File: config.mk
export PLATFORM = sky130hd
export DESIGN_NAME = div_seq_flat
export DESIGN_NICKNAME = d
export VERILOG_FILES = /design/src/rtl/div_seq_pkg.sv /design/src/rtl/div_seq_if.sv /design/src/rtl/div_seq.sv /design/src/flat_wrapper.sv
export SDC_FILE = /design/constraint.sdc
export NUM_CORES = 1
export LEC_CHECK = 0
export BUFFER_PORTS_ARGS = -buffer_cell sky130_fd_sc_hd__buf_4
export CORE_ASPECT_RATIO = 0.6
export CORE_MARGIN = 1.5
export CORE_UTILIZATION = 50
export DETAILED_ROUTE_END_ITERATION = 12
export GPL_TIMING_DRIVEN = 0
export MAX_ROUTING_LAYER = met4
export PLACE_DENSITY = 0.81
export SYNTH_ARGS = -nofsm -noshare
export SYNTH_HDL_FRONTEND = slang
export SYNTH_SLANG_ARGS = --single-unit
export TNS_END_PERCENT = 10
File: constraint.sdc
create_clock -name clk -period 4.5 [get_ports clk]
set_input_delay 0.225 -clock clk [delete_from_list [all_inputs] [get_ports clk]]
set_output_delay 0.225 -clock clk [all_outputs]
set_load 0.05 [all_outputs]
File: src/rtl/div_seq_pkg.sv
// Shared constants and types for the sequential radix-2 divider.
package div_seq_pkg;

  localparam int unsigned DataW      = 32;
  localparam int unsigned DoubleRegW = 64;
  localparam int unsigned WorkW      = 2 * DataW + 1;
  localparam int unsigned CntW       = 6;

  // State codes kept beside the other pipeline-wide constants.
  localparam logic [1:0] DivFree   = 2'b00;
  localparam logic [1:0] DivByZero = 2'b01;
  localparam logic [1:0] DivOn     = 2'b10;
  localparam logic [1:0] DivEnd    = 2'b11;

  localparam logic DivResultReady    = 1'b1;
  localparam logic DivResultNotReady = 1'b0;
  localparam logic DivStart          = 1'b1;
  localparam logic DivStop           = 1'b0;

  typedef logic [DoubleRegW-1:0] double_reg_t;

  typedef enum logic [1:0] {
    ST_FREE   = DivFree,
    ST_BYZERO = DivByZero,
    ST_ON     = DivOn,
    ST_END    = DivEnd
  } div_state_t;

  // Two's complement negate when requested, otherwise pass through.
  function automatic logic [DataW-1:0] cond_neg(input logic [DataW-1:0] v, input logic neg);
    return neg ? DataW'(-v) : v;
  endfunction

endpackage

File: src/rtl/div_seq_if.sv
// Request/result bundle between EX and the divider.
interface div_seq_if;
  import div_seq_pkg::*;

  logic              signed_div_i;
  logic [DataW-1:0]  opdata1_i;
  logic [DataW-1:0]  opdata2_i;
  logic              start_i;
  logic              annul_i;
  double_reg_t       result_o;
  logic              ready_o;

  modport master (
    output signed_div_i, opdata1_i, opdata2_i, start_i, annul_i,
    input  result_o, ready_o
  );

  modport slave (
    input  signed_div_i, opdata1_i, opdata2_i, start_i, annul_i,
    output result_o, ready_o
  );

endinterface

File: src/rtl/div_seq.sv
// Multi-cycle radix-2 restoring divider for DIV/DIVU; one quotient bit per clock.
module div_seq
  import div_seq_pkg::*;
(
  input  logic        clk,
  input  logic        rst,
  div_seq_if.slave    bus
);

  div_state_t         state;
  logic [CntW-1:0]    cnt;
  logic [WorkW-1:0]   work;
  logic [DataW-1:0]   divisor;
  logic               sgn_div;
  logic               sign1;
  logic               sign2;
  double_reg_t        result_q;
  logic               ready_q;

  logic [DataW:0]     trial;
  logic               neg1;
  logic               neg2;
  logic [DataW-1:0]   q_fix;
  logic [DataW-1:0]   r_fix;

  // Trial subtract of the upper partial remainder, plus operand/result sign fixups.
  always_comb begin
    trial = {1'b0, work[2*DataW-1:DataW]} - {1'b0, divisor};
    neg1  = bus.signed_div_i & bus.opdata1_i[DataW-1];
    neg2  = bus.signed_div_i & bus.opdata2_i[DataW-1];
    q_fix = cond_neg(work[DataW-1:0], sgn_div & (sign1 ^ sign2));
    r_fix = cond_neg(work[WorkW-1:DataW+1], sgn_div & sign1);
  end

  // Control FSM and datapath; annul overrides every other transition.
  always_ff @(posedge clk or posedge rst) begin
    if (rst) begin
      state    <= ST_FREE;
      cnt      <= '0;
      work     <= '0;
      divisor  <= '0;
      sgn_div  <= 1'b0;
      sign1    <= 1'b0;
      sign2    <= 1'b0;
      result_q <= '0;
      ready_q  <= DivResultNotReady;
    end else if (bus.annul_i) begin
      state    <= ST_FREE;
      cnt      <= '0;
      result_q <= '0;
      ready_q  <= DivResultNotReady;
    end else begin
      case (state)
        ST_FREE: begin
          if (bus.start_i == DivStart) begin
            sgn_div <= bus.signed_div_i;
            sign1   <= bus.opdata1_i[DataW-1];
            sign2   <= bus.opdata2_i[DataW-1];
            if (bus.opdata2_i == '0) begin
              state <= ST_BYZERO;
            end else begin
              state   <= ST_ON;
              cnt     <= '0;
              work    <= {{DataW{1'b0}}, cond_neg(bus.opdata1_i, neg1), 1'b0};
              divisor <= cond_neg(bus.opdata2_i, neg2);
            end
          end
        end
        ST_BYZERO: begin
          result_q <= '0;
          ready_q  <= DivResultReady;
          state    <= ST_END;
        end
        ST_ON: begin
          if (cnt != CntW'(DataW)) begin
            if (trial[DataW]) begin
              work <= {work[WorkW-2:0], 1'b0};
            end else begin
              work <= {trial[DataW-1:0], work[DataW-1:0], 1'b1};
            end
            cnt <= CntW'(cnt + 1'b1);
          end else begin
            result_q <= {r_fix, q_fix};
            ready_q  <= DivResultReady;
            state    <= ST_END;
          end
        end
        ST_END: begin
          // Result is held until EX drops its request.
          if (bus.start_i == DivStop) begin
            state    <= ST_FREE;
            result_q <= '0;
            ready_q  <= DivResultNotReady;
          end
        end
        default: state <= ST_FREE;
      endcase
    end
  end

  assign bus.result_o = result_q;
  assign bus.ready_o  = ready_q;

endmodule

File: src/flat_wrapper.sv
// flat-port wrapper written by rule: the top's interface ports become plain ports
module div_seq_flat import div_seq_pkg::*;
  (clk, rst, bus_signed_div_i, bus_opdata1_i, bus_opdata2_i, bus_start_i, bus_annul_i, bus_result_o, bus_ready_o);
  div_seq_if bus_i ();
  input  logic clk;
  input  logic rst;
  input wire logic [$bits(bus_i.signed_div_i)-1:0] bus_signed_div_i;
  input wire logic [$bits(bus_i.opdata1_i)-1:0] bus_opdata1_i;
  input wire logic [$bits(bus_i.opdata2_i)-1:0] bus_opdata2_i;
  input wire logic [$bits(bus_i.start_i)-1:0] bus_start_i;
  input wire logic [$bits(bus_i.annul_i)-1:0] bus_annul_i;
  output wire logic [$bits(bus_i.result_o)-1:0] bus_result_o;
  output wire logic [$bits(bus_i.ready_o)-1:0] bus_ready_o;
  assign bus_i.signed_div_i = bus_signed_div_i;
  assign bus_i.opdata1_i = bus_opdata1_i;
  assign bus_i.opdata2_i = bus_opdata2_i;
  assign bus_i.start_i = bus_start_i;
  assign bus_i.annul_i = bus_annul_i;
  assign bus_result_o = bus_i.result_o;
  assign bus_ready_o = bus_i.ready_o;
  div_seq u_core (.clk(clk), .rst(rst), .bus(bus_i));
endmodule
### Word-level counts from Yosys, hierarchy flattened

Cells that the tools add are included.

* $add $sub $neg: 6
* bitwise logic cells: 7
* mux-type cells: 28
* reductions and logical operators: 11
* equal/unequal tests: 12

Operator list (number)
* 65-bit two-way mux: 4
* 64-bit two-way mux: 3
* 64-bit one-hot mux with 3 select lines: 1
* 65-bit one-hot mux with 2 select lines: 1
* 32-bit two-way mux: 4
* 32-bit negation: 4
* 32-bit by 32-bit subtractor with 33-bit output: 1
* 32-bit logical NOT: 1
* 6-bit two-way mux: 4
* 3-bit != test, second input constant: 4
* 6-bit one-hot mux with 2 select lines: 1
* 2-bit two-way mux: 5
* 3-bit AND reduction: 3
* 2-bit one-hot mux with 4 select lines: 1
* 4-bit AND reduction: 2
* 6-bit by 1-bit adder with 6-bit output, second input constant: 1
* 6-bit != test, second input constant: 1
* 5-bit AND reduction: 1
* 1-bit AND: 4
* 2-bit == test, second input constant: 2
* 2-bit != test, second input constant: 2
* 4-bit nonzero test: 1
* 1-bit two-way mux: 3
* 3-bit by 2-bit != test with 1-bit output, second input constant: 1
* other kinds (8): 9

* output and inout bits: 65
* bits of input ports: 69
* register bits after elaboration: 173

### Depth between registers and ports, before layout

* word-level depth: 6
* mapped depth: 13
* gate-level depth less buffers: 11

### Worst setup path after synthesis

No wires, ideal clock.

* path type: register to register
* from: reg u_core.work[39]
* to: reg u_core.work[36]
* data arrival time: 2724 ps
* required time: 4377 ps
* setup slack: 1653 ps
* stages on the path, launching flop included: 11
* cell sequence: dfrtp_1 > ha_1 > a21oi_1 > nand2_1 > o21ai_0 > o21ai_0 > a21o_1 > a221oi_4 > clkbuf_1 > mux2i_1 > o21ai_1

* word-level cells in the longest chain between the ends: 4

Ends and longest elaborated chain
* start: declaration: line div_seq.sv:12 `logic [WorkW-1:0] work;`
* start signal: assignment: line div_seq.sv:64 `work <= {{DataW{1'b0}}, cond_neg(bus.opdata1_i, neg1), 1'b0};`
* start signal: assignment: line div_seq.sv:77 `work <= {work[WorkW-2:0], 1'b0};`
* start signal: assignment: line div_seq.sv:79 `work <= {trial[DataW-1:0], work[DataW-1:0], 1'b1};`
* 32-bit by 32-bit subtractor with 33-bit output: line div_seq.sv:28 `trial = {1'b0, work[2*DataW-1:DataW]} - {1'b0, divisor};`
* 65-bit two-way mux: line div_seq.sv:76 `if (trial[DataW]) begin`
* 65-bit two-way mux: line div_seq.sv:75 `if (cnt != CntW'(DataW)) begin`
* 65-bit one-hot mux with 2 select lines: line div_seq.sv:53 `case (state)`

Every way passes these cells. The select of a mux whose other input is x is not followed.
A chain may end at the register's enable or synchronous reset.

### Final worst setup path

* from: reg u_core.divisor[0]
* to: reg u_core.work[36]

* word-level cells in the longest chain between the ends: 4

Ends and longest elaborated chain
* start: declaration: line div_seq.sv:13 `logic [DataW-1:0] divisor;`
* start signal: assignment: line div_seq.sv:65 `divisor <= cond_neg(bus.opdata2_i, neg2);`
* 32-bit by 32-bit subtractor with 33-bit output: line div_seq.sv:28
* 65-bit two-way mux: line div_seq.sv:76
* 65-bit two-way mux: line div_seq.sv:75
* 65-bit one-hot mux with 2 select lines: line div_seq.sv:53

Every way passes these cells. The select of a mux whose other input is x is not followed.

==> run_results.csv <==
group,metric,value,unit
setup_path,crit_end,"u_core.work[36]",
setup_path,r2r-end,"u_core.work[36]",
sta,worstMarginPinSlew,1040,ps
placement,dp_hpwl,27700,um
setup_path,worstPathArrival,4320,ps
sta,slew-limit-headroom,29.7,%
drt,num_vias,11142,
final_layout,n_antenna_cell,0,
status,outcome,"finished, final reports clean",
yosys,yosys.area.top_type_share,37.3,%
setup_path,critPathLaunchType,"flip-flop",
yosys,yosys.area.top_type,"dfrtp_1",
final_layout,syn_to_final_growth,18.4,%
clock_network,cts_buffers,17,
yosys,synth-compound-area-share,22.5,%
yosys,syn_avg_cell_area,8.39,um^2
yosys,synth_top_family_by_area,"compound AO/OA/AOI/OAI gates",
floorplanning,core,22400,um^2
final_layout,drive_above_1_share,14.2,%
run,cap_violations,0,
drt,finalWirelength,35700,um
clock_network,htree_levels,4,
yosys,synth_most_common_cell,"nand2_1",
clock_network,post_cts_buffers,0,
sta,slew_viol_final,0,
drt,drc,0,
yosys,synth_ff_type,"dfrtp_1",
floorplanning,die_h,121,um
power,ir_worst_vdd,0.314,mV
setup_path,critPathLaunch,"u_core.divisor[0]",
yosys,muxShareOfSynthArea,1.86,%
clock_network,clock-sinks,173,
yosys,synthCells,1383,
setup_path,reg2regPathDepth,11,
global_route,grt_pass1_wl,55100,um
worst_hold_path,hold_class,"in -> reg",
yosys,ys_async_sr_fraction,100,%
placement,gp_congestion,0.967,
sta,min_period,3990,ps
drt,drtIter0Drc,1190,
yosys,synth_xor_area_share,10.6,%
sta,period_share,88.6,%
final_layout,fin_nets,1653,
sta,whs,39.3,ps
yosys,yosys_warnings,0,
clock_network,ctsResizeCount,0,
drt,first_pass_iters,6,
sta,finalSetupViolations,0,
global_route,grt_pass1_vias,9930,
sta,rsz0062_at_grt,"no",
sta,tns,0,ps
global_route,grt_max_degree,44,
setup_path,cp_max_fo,10,
clock_network,cts_max_path_buffers,2,
power,power_density,583,nW/um^2
global_route,antenna_found_initial,0,
yosys,ys_seq_elements,173,
yosys,synth_edf_count,0,
sta,hold_viol_final,0,
setup_path,path_class,"reg -> reg",
final_layout,fillers,1940,
worst_hold_path,hp-start,"bus_opdata2_i[0]",
clock_network,clock_latency,450,ps
drt,vias_per_cell,5.99,
yosys,synth_common_cells,"205 x nand2_1, 173 x dfrtp_1, 121 x o21ai_0",
floorplanning,dieArea,24200,um^2
drt,post_drt_wl_per_cell,19.2,um
yosys,synth_simple_gate_area_share,17.8,%
clock_network,cts_root_buf,"clkbuf_16",
floorplanning,initial_core_util,51.8,%
clock_network,cts_hold_buf,1,
floorplanning,io_pins,134,
yosys,synthAdderAreaFrac,4.81,%
floorplanning,chipWidth,200,um
placement,portBuffers,133,
power,design_power_total,8.00,mW
global_route,grtUsageTotal,30.9,%
final_layout,stdcell_count,1861,
floorplanning,placementRows,42,
yosys,yosysSeqAreaShare,37.3,%
setup_path,r2r_setup_slack,510,ps
sta,fmax,251,MHz
global_route,grt-ovfl-total,0,
yosys,syn_nets,1496,
setup_path,r2r-start,"u_core.divisor[0]",
clock_network,path_clk_slew,70,ps
yosys,synth_cell_types,68,
setup_path,worstPathRequired,4830,ps
placement,placed_cells,1828,
power,leakage,6.09,nW
setup_path,critPathCaptureType,"flip-flop",
drt,postRouteAntennaNets,0,
yosys,yosys-top-cells-area,"dfrtp_1 37%, nand2_1 6.6%, xor2_1 5.4%",
yosys,syn-cell-area,11600,um^2
sta,skew,12.5,ps
clock_network,cts_tree,"built",
stage by stage:
stage | area, um^2 | util, % | worst slack, ps
after detailed placement | 13100 | 58.4 | 649
final | 13700 | 61.4 | 512
after floorplan | 11600 | - | 1650
after global routing | 13700 | 61.4 | 245
after CTS | 13700 | 61.4 | 641
after global placement | 13000 | 58.0 | 718
sequential cells by signal (all words and copies together), names as in the netlist, 2 cells and up:
signal and count:
u_core.bus.result_o 64, u_core.divisor 32, u_core.cnt 6, u_core.work 65, u_core.state 2
power by group:
part	switching (mW)	total, mW	internal, mW
combinational	2.72	4.00	1.29
clock	0.702	1.67	0.972
sequential	0.363	2.32	1.96
cell type report:
class / count / area (um^2) / share of cell area [%]
multi-input combinational: 1069 / 6680 / 48.7
inverter: 62 / 236 / 1.72
clock buffer: 19 / 453 / 3.30
tap: 308 / 385 / 2.81
clock inverter: 13 / 203 / 1.48
buffer: 79 / 355 / 2.59
sequential: 173 / 4330 / 31.5
timing repair buffer: 138 / 1090 / 7.93
cell families after synthesis:
group	count (synthesis)
flops	173
xor+xnor	141
simple gates	453
buf+inv	141
compound gates	410
mux	21
fa+ha+maj	44
cell usage in the layout (no fill, tap or decap), drive strengths merged, types with 43 or more instances in the layout:
master,Yosys,routed
o31ai,66,66
nor2,91,91
buf,22,159
ha,43,43
nand2,207,207
xor2,72,72
clkbuf,57,76
inv,62,65
o21ai,150,150
xnor2,69,69
a21oi,103,103
dfrtp,173,173
metal layers:
layer	vias to the layer above	wire (um)	track usage (%)
li1	5211	-	-
met1	5285	16500	46.3
met5	-	0	-
met4	0	294	5.78
met2	612	13600	38.5
met3	34	5260	12.3
how the worst min path moves through the flow:
stage,cells past startpoint,slack (ps),endpoint
2_1_floorplan,2,360,u_core.divisor[31]
3_3_place_gp,2,470,u_core.bus.result_o[54]
3_5_place_dp,2,380,u_core.bus.result_o[18]
4_1_cts,2,30,u_core.divisor[0]
5_1_grt,2,40,u_core.sign2
6_report,2,40,u_core.divisor[0]
worst max-delay path, stage by stage, from the launching register on:
cell and delay, ps:
dfrtp_1 520, ha_1 240, fa_1 200, nand2b_1 130, a21oi_1 90, o21ai_0 470
o21ai_0 360, a21o_1 320, a221oi_4 590, clkbuf_1 580, mux2i_1 270, o21ai_1 80
(Power assumes the default switching activity.)
